File: src/rtl/uart_tx_fifo.sv
// uart_tx_fifo: buffered UART transmitter with a valid/ready write port.
// Words are queued in a small FIFO and sent LSB-first as
// start / data / [parity] / stop frames, back-to-back with no idle cycle.
// Optional feature: define UART_TX_PARITY_EN to insert a parity bit after
// the data bits (even parity, or odd when PARITY_ODD=1).
module uart_tx_fifo #(
  parameter int DATA_W       = 8,
  parameter int CLKS_PER_BIT = 10,
  parameter int STOP_BITS    = 1,
  parameter int FIFO_DEPTH   = 4,
  parameter int PARITY_ODD   = 0
) (
  input  logic                          s_clk,
  input  logic                          rst_n,
  input  logic [DATA_W-1:0]             data,
  input  logic                          tx_valid,
  output logic                          tx_ready,
  output logic                          tx_line,
  output logic                          busy_flag,
  output logic [$clog2(FIFO_DEPTH):0]   fifo_level
);

  localparam int PTR_W = $clog2(FIFO_DEPTH);
  localparam int LVL_W = PTR_W + 1;
  localparam int CNT_W = $clog2(CLKS_PER_BIT);
  localparam int BIT_W = 4;

  typedef enum logic [2:0] {
    S_IDLE,
    S_START,
    S_DATA,
`ifdef UART_TX_PARITY_EN
    S_PARITY,
`endif
    S_STOP
  } state_t;

  state_t              state, state_next;
  logic [CNT_W-1:0]    baud_cnt;
  logic [BIT_W-1:0]    bit_cnt, bit_next;
  logic [DATA_W-1:0]   shreg, shreg_next;
  logic                baud_end;
  logic                line_next, busy_next;

  logic [DATA_W-1:0]   mem [FIFO_DEPTH];
  logic [PTR_W-1:0]    wr_ptr, rd_ptr;
  logic [LVL_W-1:0]    level_next;
  logic                push, pop, fifo_empty;
  logic [DATA_W-1:0]   head;

`ifdef UART_TX_PARITY_EN
  logic                par_bit, par_next;
`endif

  assign tx_ready   = (fifo_level != LVL_W'(FIFO_DEPTH));
  assign fifo_empty = (fifo_level == '0);
  assign push       = tx_valid && tx_ready;
  assign head       = mem[rd_ptr];
  assign baud_end   = (baud_cnt == CNT_W'(CLKS_PER_BIT - 1));

  // FIFO storage write
  // NOTE: the storage array has no reset; the pointers and level alone
  // decide what is valid, so stale contents are never observed.
  always_ff @(posedge s_clk) begin
    if (push) mem[wr_ptr] <= data;
  end

  // FIFO level after this edge's push/pop
  always_comb begin
    level_next = fifo_level;
    case ({push, pop})
      2'b10:   level_next = fifo_level + LVL_W'(1);
      2'b01:   level_next = fifo_level - LVL_W'(1);
      default: level_next = fifo_level;
    endcase
  end

  // FIFO pointers and level (synchronous reset discards contents)
  always_ff @(posedge s_clk) begin
    if (!rst_n) begin
      wr_ptr     <= '0;
      rd_ptr     <= '0;
      fifo_level <= '0;
    end else begin
      if (push) wr_ptr <= wr_ptr + PTR_W'(1);
      if (pop)  rd_ptr <= rd_ptr + PTR_W'(1);
      fifo_level <= level_next;
    end
  end

  // State register with baud counter, bit counter, shifter and registered outputs
  // NOTE: every sequential assignment is non-blocking so all registers sample
  // the same pre-edge values regardless of statement order.
  always_ff @(posedge s_clk) begin
    if (!rst_n) begin
      state     <= S_IDLE;
      baud_cnt  <= '0;
      bit_cnt   <= '0;
      shreg     <= '0;
      tx_line   <= 1'b1;
      busy_flag <= 1'b0;
`ifdef UART_TX_PARITY_EN
      par_bit   <= 1'b0;
`endif
    end else begin
      state     <= state_next;
      baud_cnt  <= (state == S_IDLE || baud_end) ? '0 : baud_cnt + CNT_W'(1);
      bit_cnt   <= bit_next;
      shreg     <= shreg_next;
      tx_line   <= line_next;
      busy_flag <= busy_next;
`ifdef UART_TX_PARITY_EN
      par_bit   <= par_next;
`endif
    end
  end

  // Next-state logic: frame sequencing and FIFO pop decisions
  // NOTE: every variable gets a default first so no path infers a latch.
  always_comb begin
    state_next = state;
    bit_next   = bit_cnt;
    shreg_next = shreg;
    pop        = 1'b0;
    case (state)
      S_IDLE: begin
        if (!fifo_empty) begin
          pop        = 1'b1;
          shreg_next = head;
          bit_next   = '0;
          state_next = S_START;
        end
      end
      S_START: begin
        if (baud_end) begin
          bit_next   = '0;
          state_next = S_DATA;
        end
      end
      S_DATA: begin
        if (baud_end) begin
          if (bit_cnt == BIT_W'(DATA_W - 1)) begin
            bit_next   = '0;
`ifdef UART_TX_PARITY_EN
            state_next = S_PARITY;
`else
            state_next = S_STOP;
`endif
          end else begin
            shreg_next = shreg >> 1;
            bit_next   = bit_cnt + BIT_W'(1);
          end
        end
      end
`ifdef UART_TX_PARITY_EN
      S_PARITY: begin
        if (baud_end) begin
          bit_next   = '0;
          state_next = S_STOP;
        end
      end
`endif
      S_STOP: begin
        if (baud_end) begin
          if (bit_cnt == BIT_W'(STOP_BITS - 1)) begin
            bit_next = '0;
            // Chain straight into the next frame when more data is queued.
            if (!fifo_empty) begin
              pop        = 1'b1;
              shreg_next = head;
              state_next = S_START;
            end else begin
              state_next = S_IDLE;
            end
          end else begin
            bit_next = bit_cnt + BIT_W'(1);
          end
        end
      end
      default: state_next = S_IDLE;
    endcase
  end

  // Output logic: line level and busy flag for the state being entered
  always_comb begin
    line_next = 1'b1;
`ifdef UART_TX_PARITY_EN
    // Parity of the word is captured when it leaves the FIFO.
    par_next  = pop ? ((^head) ^ (PARITY_ODD != 0)) : par_bit;
`endif
    case (state_next)
      S_IDLE:   line_next = 1'b1;
      S_START:  line_next = 1'b0;
      S_DATA:   line_next = shreg_next[0];
`ifdef UART_TX_PARITY_EN
      S_PARITY: line_next = par_next;
`endif
      S_STOP:   line_next = 1'b1;
      default:  line_next = 1'b1;
    endcase
    busy_next = (state_next != S_IDLE) || (level_next != '0);
  end

endmodule

File: config.mk
export PLATFORM = sky130hd
export DESIGN_NAME = uart_tx_fifo
export DESIGN_NICKNAME = d
export VERILOG_FILES = /design/src/rtl/uart_tx_fifo.sv
export SDC_FILE = /design/constraint.sdc
export NUM_CORES = 1
export LEC_CHECK = 0
export CAP_MARGIN = 20
export CORE_ASPECT_RATIO = 1.2
export CORE_MARGIN = 10
export CORE_UTILIZATION = 50
export CTS_CLUSTER_SIZE = 40
export DETAILED_ROUTE_END_ITERATION = 8
export PLACE_DENSITY = 0.76
export RECOVER_POWER = 100
export SLEW_MARGIN = 25
export SYNTH_ARGS = -nofsm -noshare
export SYNTH_HDL_FRONTEND = slang
export SYNTH_SLANG_ARGS = --single-unit
File: constraint.sdc
create_clock -name s_clk -period 4.95 [get_ports s_clk]
set_clock_uncertainty 0.1 [all_clocks]
set_input_delay 0.99 -clock s_clk [delete_from_list [all_inputs] [get_ports s_clk]]
set_output_delay 0.99 -clock s_clk [all_outputs]
set_load 0.02 [all_outputs]
### Word level (Yosys, flattened, before mapping)

Memory sizes are Yosys's and may differ from the RTL's. A register that Yosys moved wholly into a read port is not among the register bits.
Index checks and enable logic that the tools add are counted.

* multiply operators: 0
* bitwise logic cells: 1
* $lt $le $gt $ge: 0
* muxes and demuxes: 31
* reduce and logical (&&, ||, !) cells: 13
* shift operators: 0
* $add $sub $neg: 6
* div/mod/pow operators: 0
* equality and inequality tests: 16

Operator list (count)
* 8-bit 2-to-1 mux: 5
* 4-bit 2-to-1 mux: 6
* 8-bit case mux with 3 select lines: 1
* 3-bit 2-to-1 mux: 6
* 4-bit case mux with 4 select lines: 1
* 2-bit inequality test (second input constant): 6
* 3-bit case mux with 4 select lines: 1
* 5-bit AND reduction: 2
* 3-bit by 2-bit equality test with 1-bit output (second input constant): 3
* 3-bit nonzero test: 3
* 4-bit by 1-bit adder with 4-bit output (second input constant): 2
* 3-bit by 1-bit equality test with 1-bit output (second input constant): 2
* 3-bit logical NOT: 2
* 1-bit 2-to-1 mux: 6
* 3-bit case mux with 2 select lines: 1
* 2-bit by 1-bit adder with 2-bit output (second input constant): 2
* 4-bit by 3-bit equality test with 1-bit output (second input constant): 1
* 4-bit equality test (second input constant): 1
* 4-bit logical NOT: 1
* 2-bit 2-to-1 mux: 2
* 1-bit case mux with 2 select lines: 2
* 4-bit nonzero test: 1
* 3-bit by 1-bit adder with 3-bit output (second input constant): 1
* 3-bit inequality test (second input constant): 1
* 7 further kinds: 8

* logic and storage cells: 78
* RAM bits: 32
* flip-flop bits (word level): 28
* bits of input ports: 11
* output and inout bits: 6
* bits in read-only memories: 0
* latch bits: 0
* memories kept: 1

Memory list
* mem: depth 4, width 8, read ports 1, clocked after memory_dff 1, wr ports 1, line 45 `logic [DATA_W-1:0] mem [FIFO_DEPTH];`

### Depth between registers and ports, before layout

* depth in word-level cells: 9
* depth in mapped cells: 15
* mapped depth without buffers: 13

### Least setup slack after synthesis

OpenSTA, ideal clock, no wires.

* kind: flip-flop to flip-flop
* start: register fifo_level[2]
* end: register busy_flag
* library setup time: 132 ps
* slack: 2221 ps
* buffers on the path: 1
* stages on the path, launching flop included: 13
* data required time: 4718 ps
* arrival: 2497 ps
* cell sequence: dfxtp_1 buf_2 nand3_1 and2_1 inv_1 ha_1 inv_1 fa_1 xor2_1 xor2_1 a32oi_1 o21ai_0 o21ai_0

* elaborated cells between the ends (all ways): 20

RTL lines
* from (decl): line 20 `output logic [$clog2(FIFO_DEPTH):0] fifo_level`
* from (signal assigned): line 87 `fifo_level <= level_next;`
* 3-bit inequality test (*): line 55 `assign tx_ready = (fifo_level != LVL_W'(FIFO_DEPTH));`
* named net tx_ready: line 17 `output logic tx_ready,`
* 1-bit logical AND (*): line 57 `assign push = tx_valid && tx_ready;`
* 2-bit by 1-bit equality test with 1-bit output or 2-bit equality test (tied branches): line 71 `case ({push, pop})`
* 3-bit case mux with 2 select lines (*): line 71
* 3-bit nonzero test (*): line 201 `busy_next = (state_next != S_IDLE) || (level_next != '0);`
* 1-bit logical OR (*): line 201
* to (signal assigned): line 111 `busy_flag <= busy_next;`
* to (decl): line 19 `output logic busy_flag,`

The timed path passes the listed nets; every way through them passes the cells marked *.
A chain may end at the register's enable or synchronous reset.

### Worst setup path in the final report

* start: register state[0]
* end: register busy_flag

* word-level cells in the longest chain between the ends: 6
* elaborated cells between the ends (all ways): 18

Ends and longest elaborated chain
* from (decl): line 38 `state_t state, state_next;`
* from (signal assigned): line 106 `state <= state_next;`
* 3-bit by 2-bit equality test with 1-bit output or 3-bit logical NOT (tied branches): line 125 `case (state)`
* 1-bit case mux with 2 select lines (*): line 125
* named net pop: line 48 `logic push, pop, fifo_empty;`
* 2-bit by 1-bit equality test with 1-bit output or 2-bit equality test (tied branches): line 71
* 3-bit case mux with 2 select lines (*): line 71
* 3-bit nonzero test (*): line 201
* 1-bit logical OR (*): line 201

Marks and branches as above.

==> impl_results.md <==
* Clk_lat worst skew at 0.34 ns
* Tightest hold margin at 0.370 ns
* Avg Cell Area, Syn at 12.3 µm²
* R2R cell count at 11
* Inst Count DP at 322
* Vias in the first global route at 1885
* First DRT Iteration DRCs at 152
* Number of diodes at 0
* Final Slew Violations at 0
* Die height at 104 µm
* R2R Setup Slk at 1.55 ns
* DR DRC count at 0
* Req. time, crit path at 5.07 ns
* Setup_tns at 0 ns
* Total global-route track usage at 11.3%
* RSZ-0062 raised after global routing: no
* Antenna-violating nets left at 0
* Fraction of layout instances using a drive strength above 1 at 14.0%
* Core area at 0.00567 mm²
* H-Tree Depth at 3
* Leakage at 1.14 nW
* GP Congestion at 0.832
* Hold crit path type: flop to flop
* Post-CTS Resized at 0
* Mapped Nets at 260
* Post-CTS setup buffers at 0
* Register area share after synthesis at 53.3%
* Num ports at 17
* First-pass GRT wire length at 8660 µm
* Asr flop ratio synth at 0%
* Worst-path clk slew at 0.08 ns
* Worst r2r src: state[0]
* CTS tree: built
* Total gr overflow at 0
* Syn Std Cell Area at 0.00293 mm²
* Dominant synthesized flop cell: edfxtp_1
* Startpoint Class: flop
* Post-DR wirelength/cell at 14.9 µm
* Hold path startpoint: baud_cnt[0]
* Rel. slew slack at 46.8%
* Crit path DAT at 3.52 ns
* Commonest cells after routing, fill and taps aside: edfxtp_1 (32), dfxtp_1 (30), nand2_1 (23)
* Starting density of the core at 51.7%
* R2r endpoint: busy_flag
* Power Density at 475 mW/mm²
* Total vias in the final route at 1827
* Hold path cells at 1
* Worst slew pin tran at 0.795 ns
* Critical Path Sink Type: flop
* Max-cap viol count at 0
* CTS max path bufs at 2
* Count of cell types in the netlist at 58
* Tot Pwr at 1.55 mW
* Detailed placer's ending HPWL at 3520 µm
* I/O Buffers at 16
* Max Fclk at 294 MHz
* Pin count of the biggest net entering global routing at 23
* Die width at 89.9 µm
* Hold EP: baud_cnt[0]
* Vias per cell at 5.41
* Worst vdd rail ir drop at 0.283 mV
* Pre-CTS setup slack at 1.60 ns
* Antenna violations before repair at 0
* Setup ws final at 1.55 ns
* Minimum clock period at 3.40 ns
* WL final at 5030 µm
* Yosys warnings at 0
* Root Driver: clkbuf_8
* Commonest non-fill, non-tap cell in the layout: edfxtp_1
* EDFF count, synth at 32
* WS Path Type: flop to flop
* Status: complete, no violations
* Pre-antenna DRT Iters at 4
* Crit-path max FO at 17
* Die area at 0.00934 mm²
* P&R area growth vs syn at 11.2%
* Yosys reg bits at 62
* # rows at 30
* # setup viols final at 0
* Tcrit/Tclk final at 68.8%
* CTS Sinks at 62
* Nets@finish at 274
* Cells after synthesis at 239
* CTS buffer count at 9
* Hold-fix buffers, CTS at 0
* Layout Cells excl Fill at 338
* Hold Fails Final Rpt at 0
==> Yosys cell counts, types with 3 or more instances <==
cell type  number  area [µm²]
ha_1            9         113
nor4_1          6        37.5
and2_1          4        25.0
buf_6           6        67.6
xnor2_1         3        26.3
nand3b_1        3        22.5
dfxtp_1        30         601
o221a_1         6        67.6
edfxtp_1       32         961
a31oi_1         7        43.8
o31ai_1         3        22.5
o21ai_0         6        30.0
mux4_2          8         180
inv_1          12        45.0
a21oi_1         4        20.0
nand3_1         5        25.0
and3_1          4        25.0
nand2_1        23        86.3
xor2_1          4        35.0
clkbuf_1        3        11.3
nor2_1         12        45.0
nor2b_1         5        31.3
==> routing by layer <==
metal / track usage (%) / wire length (µm)
met1: 12.0 / 2170
met4: 4.67 / 83
met2: 19.2 / 2550
met3: 4.69 / 221
met5: 0 / 0
==> worst max-delay path by stage <==
stage,from,endpoint,slack (ns),cells after the start
3_3_place_gp,tx_valid,busy_flag,1.69,11
5_1_grt,state[0],busy_flag,1.30,11
6_report,state[0],busy_flag,1.55,11
2_1_floorplan,fifo_level[2],busy_flag,2.22,12
3_5_place_dp,tx_valid,busy_flag,1.60,11
4_1_cts,state[0],busy_flag,1.66,11
==> per-stage QoR <==
| stage | cell area, µm² | util [%] |
|---|---|---|
| after floorplan | 2930 | - |
| after global placement | 3090 | 54.4 |
| after detailed placement | 3090 | 54.4 |
| after CTS | 3270 | 57.6 |
| after global routing | 3260 | 57.5 |
| final | 3260 | 57.5 |
==> kinds of logic after synthesis <==
family          Yosys count  share of synthesized area [%]
buf+inv                  25                           5.12
xor+xnor                  7                           2.09
simple gates             83                           16.7
flops                    62                           53.3
mux                      11                           7.60
fa+ha+maj                10                           4.53
other cells               1                          0.128
compound gates           40                           10.6
==> power by group <==
group / internal, mW / switching [mW] / leakage [nW]
registers: 0.619 / 0.0799 / 0.540
logic: 0.210 / 0.234 / 0.505
clock network: 0.188 / 0.215 / 0.0910
total: 1.02 / 0.529 / 1.14
==> layout make-up <==
| type | instances | area, µm² |
|---|---|---|
| Fill cell | 470 | 2410 |
| Sequential cell | 62 | 1560 |
| Multi-Input combinational cell | 152 | 1210 |
| Timing Repair Buffer | 16 | 160 |
| Clock buffer | 9 | 124 |
| Tap cell | 80 | 100 |
| Clock inverter | 7 | 56.3 |
| Inverter | 12 | 45.0 |
==> critical path: stages (launching register included) <==
cell,delay (ns)
dfxtp_1,0.75
and4bb_1,0.34
a31o_1,0.37
and2_0,0.29
ha_1,0.22
inv_1,0.07
fa_1,0.38
xor2_1,0.23
xor2_1,0.17
a32oi_1,0.11
o21ai_0,0.16
o21ai_0,0.09
==> flip-flops by register name, summed over array words and instances, names as in the netlist, named ones only <==
signal	count
fifo_level	3
baud_cnt	4
bit_cnt	4
shreg	8
wr_ptr	2
mem	32
state	3
tx_line	1
busy_flag	1
rd_ptr	2
No activity file was read; power rests on OpenSTA's default activity.
